[src/rtl/imsic_pkg.sv]
// Shared constants, types and helpers for the IMSIC MSI register map.
package imsic_pkg;

  localparam logic [31:0] IMSIC_M_BASE      = 32'h2400_0000;
  localparam logic [31:0] IMSIC_S_BASE      = 32'h2800_0000;
  localparam logic [31:0] IMSIC_FILE_STRIDE = 32'h0000_1000;

  localparam logic [31:0] SETEIPNUM_LE_OFF  = 32'h0000_0000;
  localparam logic [31:0] SETEIPNUM_BE_OFF  = 32'h0000_0004;
  localparam logic [31:0] DROP_CNT_OFF      = 32'h0000_0FF0;

  localparam int IMSIC_NR_SRC = 64;

  // Identity type for the default identity count.
  typedef logic [$clog2(IMSIC_NR_SRC)-1:0] msi_id_t;

  // Kind of register targeted by the current bus access.
  typedef enum logic [1:0] {
    ACC_NONE,
    ACC_LE,
    ACC_BE,
    ACC_CNT
  } acc_kind_e;

  function automatic logic [31:0] bswap32(input logic [31:0] v);
    return {v[7:0], v[15:8], v[23:16], v[31:24]};
  endfunction

endpackage

[src/rtl/imsic_msi_fifo.sv]
// Synchronous FIFO buffering MSI identities for one interrupt file.
module imsic_msi_fifo #(
  parameter int DEPTH = 4,
  parameter int W     = 6
) (
  input  logic         i_clk,
  input  logic         ni_rst,
  input  logic         i_push,
  input  logic [W-1:0] i_data,
  output logic         o_full,
  input  logic         i_pop,
  output logic         o_valid,
  output logic [W-1:0] o_data
);

  localparam int PTR_W = $clog2(DEPTH);
  localparam int CNT_W = PTR_W + 1;

  logic [W-1:0]     mem_q [DEPTH];
  logic [PTR_W-1:0] wr_ptr_q, wr_ptr_d;
  logic [PTR_W-1:0] rd_ptr_q, rd_ptr_d;
  logic [CNT_W-1:0] count_q, count_d;
  logic             do_push, do_pop;

  assign o_valid = (count_q != '0);
  assign o_full  = (count_q == CNT_W'(DEPTH));
  assign o_data  = mem_q[rd_ptr_q];

  // A pop in the same cycle frees the slot, so a full FIFO still accepts.
  assign do_pop  = i_pop && o_valid;
  assign do_push = i_push && (!o_full || do_pop);

  always_comb begin
    // NOTE: every always_comb output gets a default first so no path can infer a latch.
    wr_ptr_d = wr_ptr_q;
    rd_ptr_d = rd_ptr_q;
    count_d  = count_q;
    if (do_push) wr_ptr_d = wr_ptr_q + PTR_W'(1);
    if (do_pop)  rd_ptr_d = rd_ptr_q + PTR_W'(1);
    case ({do_push, do_pop})
      2'b10:   count_d = count_q + CNT_W'(1);
      2'b01:   count_d = count_q - CNT_W'(1);
      default: count_d = count_q;
    endcase
  end

  always_ff @(posedge i_clk) begin
    // NOTE: sequential state uses non-blocking assignments so all flops update together.
    if (!ni_rst) begin
      wr_ptr_q <= '0;
      rd_ptr_q <= '0;
      count_q  <= '0;
    end else begin
      wr_ptr_q <= wr_ptr_d;
      rd_ptr_q <= rd_ptr_d;
      count_q  <= count_d;
    end
  end

  // NOTE: storage is not reset; the count gates o_valid, so stale entries are never presented.
  always_ff @(posedge i_clk) begin
    if (do_push) mem_q[wr_ptr_q] <= i_data;
  end

endmodule

[src/rtl/imsic_msi_fifo_regmap.sv]
// IMSIC seteipnum register map with per-file MSI FIFOs.
// Optional drop counter at M-page offset 0xFF0 when IMSIC_DROP_CNT_EN is defined.
module imsic_msi_fifo_regmap
  import imsic_pkg::*;
#(
  parameter int                NR_SRC      = IMSIC_NR_SRC,
  parameter int                NR_VS_FILES = 1,
  parameter int                FIFO_DEPTH  = 4,
  parameter int                ADDR_W      = 32,
  parameter logic [ADDR_W-1:0] M_BASE      = ADDR_W'(IMSIC_M_BASE),
  parameter logic [ADDR_W-1:0] S_BASE      = ADDR_W'(IMSIC_S_BASE),
  parameter logic [ADDR_W-1:0] FILE_STRIDE = ADDR_W'(IMSIC_FILE_STRIDE),
  localparam int               NR_FILES    = 2 + NR_VS_FILES,
  localparam int               ID_W        = $clog2(NR_SRC)
) (
  input  logic                           i_clk,
  input  logic                           ni_rst,
  input  logic                           i_reg_en,
  input  logic                           i_reg_we,
  input  logic [ADDR_W-1:0]              i_reg_addr,
  input  logic [31:0]                    i_reg_wdata,
  output logic                           o_reg_ready,
  output logic [31:0]                    o_reg_rdata,
  output logic [NR_FILES-1:0][ID_W-1:0]  o_msi_id,
  output logic [NR_FILES-1:0]            o_msi_valid,
  input  logic [NR_FILES-1:0]            i_msi_ready,
  output logic                           o_drop
);

  logic [ADDR_W-1:0]   page_off [NR_FILES];
  logic [NR_FILES-1:0] page_hit;
  logic [NR_FILES-1:0] sel_oh;
  logic [ADDR_W-1:0]   sel_off;
  acc_kind_e           acc_kind;

  logic [31:0]         wr_id;
  logic                id_ok;
  logic                msi_wr;
  logic                push_req;
  logic                drop_d, drop_q;

  logic [NR_FILES-1:0] full;
  logic [NR_FILES-1:0] pop;
  logic [NR_FILES-1:0] can_accept;
  logic [NR_FILES-1:0] push;

  // Per-file page decode and identity FIFO.
  for (genvar k = 0; k < NR_FILES; k++) begin : g_file
    localparam logic [ADDR_W-1:0] BASE =
      (k == 0) ? M_BASE : S_BASE + FILE_STRIDE * ADDR_W'(k - 1);

    // Unsigned wrap makes addresses below BASE fail the range test too.
    assign page_off[k] = i_reg_addr - BASE;
    assign page_hit[k] = (page_off[k] < FILE_STRIDE);

    imsic_msi_fifo #(
      .DEPTH (FIFO_DEPTH),
      .W     (ID_W)
    ) u_fifo (
      .i_clk   (i_clk),
      .ni_rst  (ni_rst),
      .i_push  (push[k]),
      .i_data  (wr_id[ID_W-1:0]),
      .o_full  (full[k]),
      .i_pop   (pop[k]),
      .o_valid (o_msi_valid[k]),
      .o_data  (o_msi_id[k])
    );
  end

  // Select the lowest-numbered hitting file and classify the offset.
  always_comb begin
    sel_oh   = '0;
    sel_off  = '0;
    acc_kind = ACC_NONE;
    for (int k = 0; k < NR_FILES; k++) begin
      if (page_hit[k] && (sel_oh == '0)) begin
        sel_oh[k] = 1'b1;
        sel_off   = page_off[k];
      end
    end
    if (sel_oh != '0) begin
      if (sel_off == ADDR_W'(SETEIPNUM_LE_OFF)) begin
        acc_kind = ACC_LE;
      end else if (sel_off == ADDR_W'(SETEIPNUM_BE_OFF)) begin
        acc_kind = ACC_BE;
      end
`ifdef IMSIC_DROP_CNT_EN
      else if (sel_oh[0] && (sel_off == ADDR_W'(DROP_CNT_OFF))) begin
        acc_kind = ACC_CNT;
      end
`endif
    end
  end

  always_comb begin
    wr_id    = (acc_kind == ACC_BE) ? bswap32(i_reg_wdata) : i_reg_wdata;
    id_ok    = (wr_id != 32'd0) && (wr_id < 32'(NR_SRC));
    msi_wr   = i_reg_en && i_reg_we && ((acc_kind == ACC_LE) || (acc_kind == ACC_BE));
    push_req = msi_wr && id_ok;
    drop_d   = msi_wr && !id_ok;
  end

  // Only a valid push into a full FIFO with no same-cycle pop stalls the bus.
  assign pop         = o_msi_valid & i_msi_ready;
  assign can_accept  = ~full | pop;
  assign push        = {NR_FILES{push_req}} & sel_oh & can_accept;
  assign o_reg_ready = i_reg_en && (!push_req || ((sel_oh & can_accept) != '0));
  assign o_drop      = drop_q;

  always_ff @(posedge i_clk) begin
    if (!ni_rst) drop_q <= 1'b0;
    else         drop_q <= drop_d;
  end

`ifdef IMSIC_DROP_CNT_EN
  logic [31:0] drop_cnt_q, drop_cnt_d;
  logic        cnt_clr;

  // Saturating count; a clearing write takes priority over an increment.
  always_comb begin
    cnt_clr    = i_reg_en && i_reg_we && (acc_kind == ACC_CNT);
    drop_cnt_d = drop_cnt_q;
    if (cnt_clr) begin
      drop_cnt_d = '0;
    end else if (drop_d && (drop_cnt_q != '1)) begin
      drop_cnt_d = drop_cnt_q + 32'd1;
    end
  end

  always_ff @(posedge i_clk) begin
    if (!ni_rst) drop_cnt_q <= '0;
    else         drop_cnt_q <= drop_cnt_d;
  end

  assign o_reg_rdata = (i_reg_en && !i_reg_we && (acc_kind == ACC_CNT)) ? drop_cnt_q : 32'd0;
`else
  // seteipnum registers are write-only, so every read returns zero.
  assign o_reg_rdata = 32'd0;
`endif

endmodule

[config.mk]
export PLATFORM = sky130hd
export DESIGN_NAME = imsic_msi_fifo_regmap
export DESIGN_NICKNAME = d
export VERILOG_FILES = /design/src/rtl/imsic_pkg.sv /design/src/rtl/imsic_msi_fifo.sv /design/src/rtl/imsic_msi_fifo_regmap.sv
export SDC_FILE = /design/constraint.sdc
export NUM_CORES = 1
export LEC_CHECK = 0
export ABC_AREA = 1
export CORE_MARGIN = 2
export CORE_UTILIZATION = 35
export CTS_CLUSTER_SIZE = 10
export DETAILED_ROUTE_END_ITERATION = 7
export HOLD_SLACK_MARGIN = 0.06
export PLACE_DENSITY = 0.57
export SLEW_MARGIN = 30
export SYNTH_ARGS = -nofsm -noshare
export SYNTH_HDL_FRONTEND = slang
export SYNTH_SLANG_ARGS = --single-unit
[constraint.sdc]
create_clock -name i_clk -period 7.7 [get_ports i_clk]
set_clock_uncertainty 0.1 [all_clocks]
set_input_delay 1.925 -clock i_clk [delete_from_list [all_inputs] [get_ports i_clk]]
set_output_delay 1.925 -clock i_clk [all_outputs]
set_load 0.01 [all_outputs]
==> out/metrics.yaml, run 1 <==
routing:
  dr_total_vias: 4776
  drc: 0
  drt_iter0_drc: 187
  wirelength_um: 13300
  drt-vias-per-instance: 4.402
  routedWlPerCell_um: 12.26
  ant_nets: 0
  drt-pass1-iter-count: 4
yosys:
  syn_area_um2: 5847
  yosys.cell_count.top_type: "nand2_1"
  ys_seq_area_frac: 0.4657
  synth-edff-count: 72
  synth_top_area_cell: "edfxtp_1"
  synth_cells: 701
  ys.flop_type: "edfxtp_1"
  synth_top_cell_area_share: 0.3698
  ys_warn_count: 0
  synth.area.top_cells: "edfxtp_1 (37%), dfxtp_1 (9.6%), nand2_1 (7.7%)"
  async_reset_ff_frac: 0
  synthDistinctLibCells: 45
  ys_top_cells_by_count: "nand2_1 (120), nor2_1 (113), inv_1 (80), edfxtp_1 (72), o21ai_0 (60)"
  synth-seq-cells: 100
  syn_area_per_cell_um2: 8.341
placement:
  placement.io_buffers: 93
  place.gp.congestion: 0.8345
  hpwlAfterDp_um: 10430
worst_setup_path:
  arrival_ps: 5320
  path_class: "input port to primary output"
  startpoint_type: "input port"
  crit_path_end_kind: "primary output"
  rrSetupSlack_ps: 4900
  critPathRequiredTime_ps: 5680
  crit_end: "o_reg_ready"
  path_max_fanout: 7
  ff2ff_path_depth: 13
  startpoint: "i_reg_addr[27]"
  r2r-end: "g_file[1].u_fifo.count_q[2]"
  r2r_start: "g_file[1].u_fifo.count_q[0]"
die:
  rows: 47
  die_y_um: 133.3
  dieArea_um2: 17760
  die_w_um: 133.3
  start_util: 0.3551
  coreArea_um2: 16470
  ios: 126
clock_tree:
  cts_hold_buffers: 0
  cts_tree: "yes"
  clkLatencyLatePin_ps: 340
  cts.sinks: 100
  cts_buffers: 9
  clockBufferDepth: 2
  clk_pin_slew_ps: 60
  cts_max_level: 3
  root_buffer: "clkbuf_16"
timing:
  relSlewSlack: 0.5486
  worst_slew_pin_slew_ps: 674.6
  max_freq_ghz: 0.1361
  slew_violations: 0
  min_period_ps: 7347
  setup_viol: 0
  hold_viol_final: 0
  post-route-period-util: 0.9541
global_route:
  grt_usage: 0.1530
  grt_pass1_vias: 4555
  antenna_found_initial: 0
  grt_max_degree: 20
  grt_overflow: 0
  grt_pass1_wl_um: 21840
power:
  peakVddDrop_v: 0.0001162
  p_per_area_nw_per_um2: 167.7
  leakage_uw: 0.003133
  p_total_uw: 1293
status:
  status: "finished clean"
cells_and_area:
  fillers: 1651
  finish.utilization: 0.4682
  fin_nets: 960
  syn_to_final_growth_pct: 31.84
  antennaDiodeCount: 0
  drive_above_1_share: 0.1410
min_path:
  worstHoldPathType: "flip-flop to flip-flop"
  whs_path_depth: 1
run:
  drv_cap: 0
## cells by family (layout without fill, tap and decap cells)
| group | Yosys count | after routing | share of synthesized area |
|---|---|---|---|
| AO/OA/AOI/OAI | 116 | 116 | 0.1079 |
| XOR/XNOR | 4 | 4 | 0.005993 |
| adder cells (fa/ha/maj) | 29 | 29 | 0.06591 |
| buffers and inverters | 133 | 266 | 0.1111 |
| flip-flops | 100 | 100 | 0.4657 |
| other | 1 | 32 | 0.0006414 |
| AND/OR/NAND/NOR | 318 | 318 | 0.2429 |
## registers in the layout (all words and copies together) (netlist names), named ones only
register and flops:
g_file.u_fifo.wr_ptr_q 6, g_file.u_fifo.rd_ptr_q 6, g_file.u_fifo.count_q 9, o_drop 1, g_file.u_fifo.mem_q 72
## worst min-delay path by stage
stage,slack [ps],start,endpoint
finish,380,g_file[0].u_fifo.count_q[0],g_file[0].u_fifo.count_q[0]
CTS,370,g_file[1].u_fifo.rd_ptr_q[0],g_file[1].u_fifo.rd_ptr_q[0]
detailed placement,360,g_file[1].u_fifo.rd_ptr_q[0],g_file[1].u_fifo.rd_ptr_q[0]
global placement,350,g_file[0].u_fifo.rd_ptr_q[1],g_file[0].u_fifo.rd_ptr_q[1]
global route,410,g_file[1].u_fifo.rd_ptr_q[0],g_file[1].u_fifo.rd_ptr_q[0]
floorplan,340,g_file[2].u_fifo.rd_ptr_q[1],flip-flop
## metrics by stage
step | std cells | hold slack, ps | area [um^2] | setup TNS, ps | setup WS, ps
2_1_floorplan | 732 | 336.3 | 5963 | 0 | 872.6
3_3_place_gp | 1067 | 354.3 | 7363 | -77.48 | -77.48
3_5_place_dp | 1067 | 364.2 | 7363 | -132.2 | -132.2
4_1_cts | 1084 | 374.6 | 7680 | 0 | 12.02
5_1_grt | 1085 | 406.7 | 7709 | -17.02 | -17.02
6_report | 1085 | 375.1 | 7709 | 0 | 353.1
## metal layers
layer,vias to the layer above,wire length [um],track usage,share of wire
met2,71,6741,0.2655,0.51
li1,2577,-,-,-
met3,9,303,0.02321,0.023
met1,2119,6127,0.1996,0.46
met5,-,0,0,0
met4,0,128,0.04078,0.0096
## critical path, cell delays in order
cell             delay, ps
clkdlybuf4s50_1        480
inv_1                   70
buf_4                  150
ha_1                   210
or2_1                  250
nand3b_1               130
nor2_4                  70
inv_2                   50
nand2_1                 90
inv_2                   80
nand4_1                140
o21ai_2                180
nor2_1                  70
nand2_1                 60
ha_2                   220
inv_2                   80
nor4_2                 250
nand3_1                100
nand2_1                110
nand3_2                 80
nor3_2                 140
nand3b_1                90
nand2_1                 60
inv_1                   40
dlymetal6s2s_1         160
## cell usage in the layout, fill, tap and decap left out, drive strengths merged, types with 26 or more instances in the layout
cell type	netlist	final
nand2	125	125
nor2	124	124
clkdlybuf4s50	0	91
inv	86	86
edfxtp	72	72
buf	39	71
o21ai	63	63
nand3	37	37
conb	1	32
a21oi	29	29
dfxtp	28	28
ha	26	26
## cell type report
class,count,area (um^2),share of cell area
clock inverters,4,50.05,0.006492
clock buffers,12,246.5,0.03198
well taps,220,275.3,0.03571
flip-flops and latches,100,2723,0.3532
inverters,86,325.3,0.04220
repair buffers,164,1469,0.1906
multi-input cells,499,2620,0.3399
## timing repair
item,4_1_cts,5_1_grt
setup buffers,1,1
pin swaps,1,3
endpoints found under the setup margin,1,1
resized for setup,3,7
## power breakdown
| group | switching (uW) | internal [uW] |
|---|---|---|
| combinational | 124 | 118 |
| sequential | 15.5 | 587 |
| clock | 189 | 260 |
| total | 328 | 965 |
Note: power is estimated with default switching activity, not from simulation.
==> run 2, diff against run 1 <==
--- a/config.mk
+++ b/config.mk
@@ -6,7 +6,7 @@
 export NUM_CORES = 1
 export LEC_CHECK = 0
 export ABC_AREA = 1
-export CORE_MARGIN = 2
+export CORE_MARGIN = 4
 export CORE_UTILIZATION = 35
 export CTS_CLUSTER_SIZE = 10
 export DETAILED_ROUTE_END_ITERATION = 7
==> run 2 against run 1 <==
Against the previous run:
- die area increased by 6.1%
- first-iteration DRC count increased by 32%
- non-clock buffer count decreased by 11
- register-to-register slack improved by 120 ps
- routed wire length increased by 4.1%
- clock-buffer cell count decreased by 3
- maximum frequency about the same
- sequential share of layout area increased by 0.14 points
- via count increased by 2.5%
- combinational power about the same
- critical path depth increased by 1
- sequential cell count unchanged
- largest power group unchanged
==> out/metrics.yaml, run 2 (same netlist as run 1, synthesis figures left out) <==
power:
  power_switching_uw: 329.7  # +0.60%
  peakVddDrop_v: 0.0001381  # +19%
  power.share.sequential: 0.469  # +0.003
  p_int_uw: 955.1  # -1.0%
  swShare: 0.2566  # +0.003101
  clock_power_share: 0.345  # -0.002
  leakage_uw: 0.003106  # -0.86%
  combPwrFrac: 0.187  # about the same
  p_per_area_nw_per_um2: 167.3  # -0.21%
timing:
  worst_slew_pin_slew_ps: 655.9  # -18.68 ps
  hold_viol_final: 0  # unchanged
  post-route-period-util: 0.9536  # about the same
  relSlewSlack: 0.5611  # +0.01250
  max_freq_ghz: 0.1362  # about the same
  setup_viol: 0  # unchanged
  worst_slack_ps: 357.6  # +4.517 ps
  min_period_ps: 7342  # -4.517 ps
  slew_violations: 0  # unchanged
placement:
  hpwlAfterDp_um: 11090  # +6.3%
  placed_cells: 1051  # -1.5%
  post-place-ws_ps: -146.8  # -14.55 ps
  placement.io_buffers: 93  # unchanged
  place.gp.congestion: 0.9009  # +8.0%
clock_tree:
  cts.sinks: 100  # unchanged
  clk_pin_slew_ps: 70  # about the same
  cts_buffers: 9  # unchanged
  clockBufferDepth: 2  # unchanged
  cts_max_level: 3  # unchanged
  cts_tree: "yes"
  root_buffer: "clkbuf_16"
  cts_hold_buffers: 0  # unchanged
  clkLatencyLatePin_ps: 340  # about the same
global_route:
  antenna_found_initial: 0  # unchanged
  grtUsageMet2: 0.2687  # +0.003201
  grt_usage: 0.1489  # -0.004024
  grt_overflow: 0  # unchanged
  grt_pass1_wl_um: 22470  # +2.9%
  grtUsageMet3: 0.02630  # +0.003085
  busiest_layer: "met2"
  grt_pass1_vias: 4756  # +4.4%
  met1_usage: 0.1806  # -0.01902
  grt_max_degree: 20  # unchanged
die:
  ios: 126  # unchanged
  die_w_um: 137.3  # +3.0%
  start_util: 0.3628  # +0.007719
  dieArea_um2: 18840  # +6.1%
  coreArea_um2: 16120  # -2.1%
  die_y_um: 137.3  # +3.0%
  rows: 46  # -2.1%
worst_setup_path:
  r2r_start: "g_file[1].u_fifo.count_q[0]"
  rrSetupSlack_ps: 5020  # +120 ps
  startpoint_type: "input port"
  ff2ff_path_depth: 13  # unchanged
  critPathRequiredTime_ps: 5680  # about the same
  r2r-end: "g_file[1].u_fifo.count_q[2]"
  crit_path_end_kind: "primary output"
  startpoint: "i_reg_addr[27]"
  arrival_ps: 5320  # about the same
  path_max_fanout: 5  # -2
  path_class: "input port to primary output"
  crit_end: "o_reg_ready"
run:
  drv_cap: 0  # unchanged
cells_and_area:
  antennaDiodeCount: 0  # unchanged
  top_register: "g_file.u_fifo.mem_q"
  largest_register_ffs: 72  # unchanged
  fin_nets: 949  # -1.1%
  syn_to_final_growth_pct: 31.31
  final_common_cell: "nand2_1"
  drive_above_1_share: 0.1464  # +0.005330
  top_regs: "g_file.u_fifo.mem_q x72, g_file.u_fifo.count_q x9"
  final_cell_count_no_fill: 1070  # -1.4%
  final_cell_mix: "nand2_1 (119), nor2_1 (104), clkdlybuf4s50_1 (89)"
routing:
  dr_total_vias: 4897  # +2.5%
  drc: 0  # unchanged
  drt-pass1-iter-count: 5  # +1
  drt_iter0_drc: 246  # +32%
  ant_nets: 0  # unchanged
  routedWlPerCell_um: 12.94  # +5.6%
  wirelength_um: 13850  # +4.1%
  drt-vias-per-instance: 4.577  # +4.0%
status:
  status: "finished clean"
min_path:
  worstHoldPathType: "flip-flop to flip-flop"
[run 2: changes by cell type in the layout (fill, tap and decap cells not counted), sizes merged]
cell,delta
clkinvlp,-1
buf,-11
clkinv,+3
dlymetal6s2s,+2
clkbuf,-3
inv,+1
clkdlybuf4s50,-2
[run 2: critical path, cell delays in order]
cell and delay, ps:
clkdlybuf4s50_1 480, inv_1 80, ha_2 220, nor2_4 120, nor2_2 50, o21ai_0 120
nand3_1 160, nor2_4 170, inv_2 50, nand2_2 90, inv_2 50, nand2_1 80
nand3_1 110, nor3_2 220, ha_2 230, buf_4 130, nand2_1 50, nand2_1 90
nor2_1 50, nand4_1 140, nand3_2 110, nor3_2 220, nand3b_1 100, nand2_1 60
inv_1 30, dlymetal6s2s_1 160
[run 2: area by class of cell]
| type | instances | area (um^2) |
|---|---|---|
| multi-input combinational | 499 | 2668 |
| tap | 216 | 270.3 |
| sequential | 100 | 2723 |
| fill | 1569 | 8438 |
| timing repair buffer | 153 | 1391 |
| inverter | 86 | 325.3 |
| clock inverter | 7 | 75.07 |
| clock buffer | 9 | 225.2 |
[run 2: routing by layer]
| layer | up-vias | wire (um) |
|---|---|---|
| met4 | 0 | 194 |
| li1 | 2563 | - |
| met1 | 2211 | 5890 |
| met3 | 14 | 549 |
| met2 | 109 | 7216 |
| met5 | - | 0 |
[run 2: timing repair]
item,4_1_cts,5_1_grt
buffers inserted,0,3
resized for setup,6,20
setup endpoints to repair,1,1
endpoints found under the hold margin,0,0
pin swaps,1,9
[run 2: stage by stage]
step                hold slack [ps]  cell area, um^2  total power, uW    util  TNS (ps)
finish                        375.5             7677             1285  0.4764         0
global route                  408.3             7677             1354  0.4764    -4.595
CTS                           375.4             7596             1295  0.4714         0
detailed placement            363.4             7268            851.9  0.4510    -146.8
global placement              352.0             7268            845.3  0.4510         0
floorplan                     336.3             5963            746.6       -         0
[run 2: power groups by stage]
stage / sequential [uW] / clock, uW / combinational [uW]
3_3_place_gp: 613 / 0 / 232
2_1_floorplan: 606 / 0 / 141
5_1_grt: 605 / 481 / 268
3_5_place_dp: 614 / 0 / 238
6_report: 602 / 443 / 240
4_1_cts: 602 / 454 / 239
[run 2: worst min path at each step]
stage                                        end                         start  cells after the start
global route        g_file[1].u_fifo.rd_ptr_q[1]  g_file[1].u_fifo.rd_ptr_q[1]                      2
finish              g_file[1].u_fifo.rd_ptr_q[1]  g_file[1].u_fifo.rd_ptr_q[1]                      2
global placement    g_file[2].u_fifo.rd_ptr_q[0]  g_file[2].u_fifo.rd_ptr_q[0]                      1
floorplan                              flip-flop  g_file[2].u_fifo.rd_ptr_q[1]                      2
CTS                 g_file[1].u_fifo.rd_ptr_q[1]  g_file[1].u_fifo.rd_ptr_q[1]                      2
detailed placement  g_file[1].u_fifo.rd_ptr_q[1]  g_file[1].u_fifo.rd_ptr_q[1]                      2
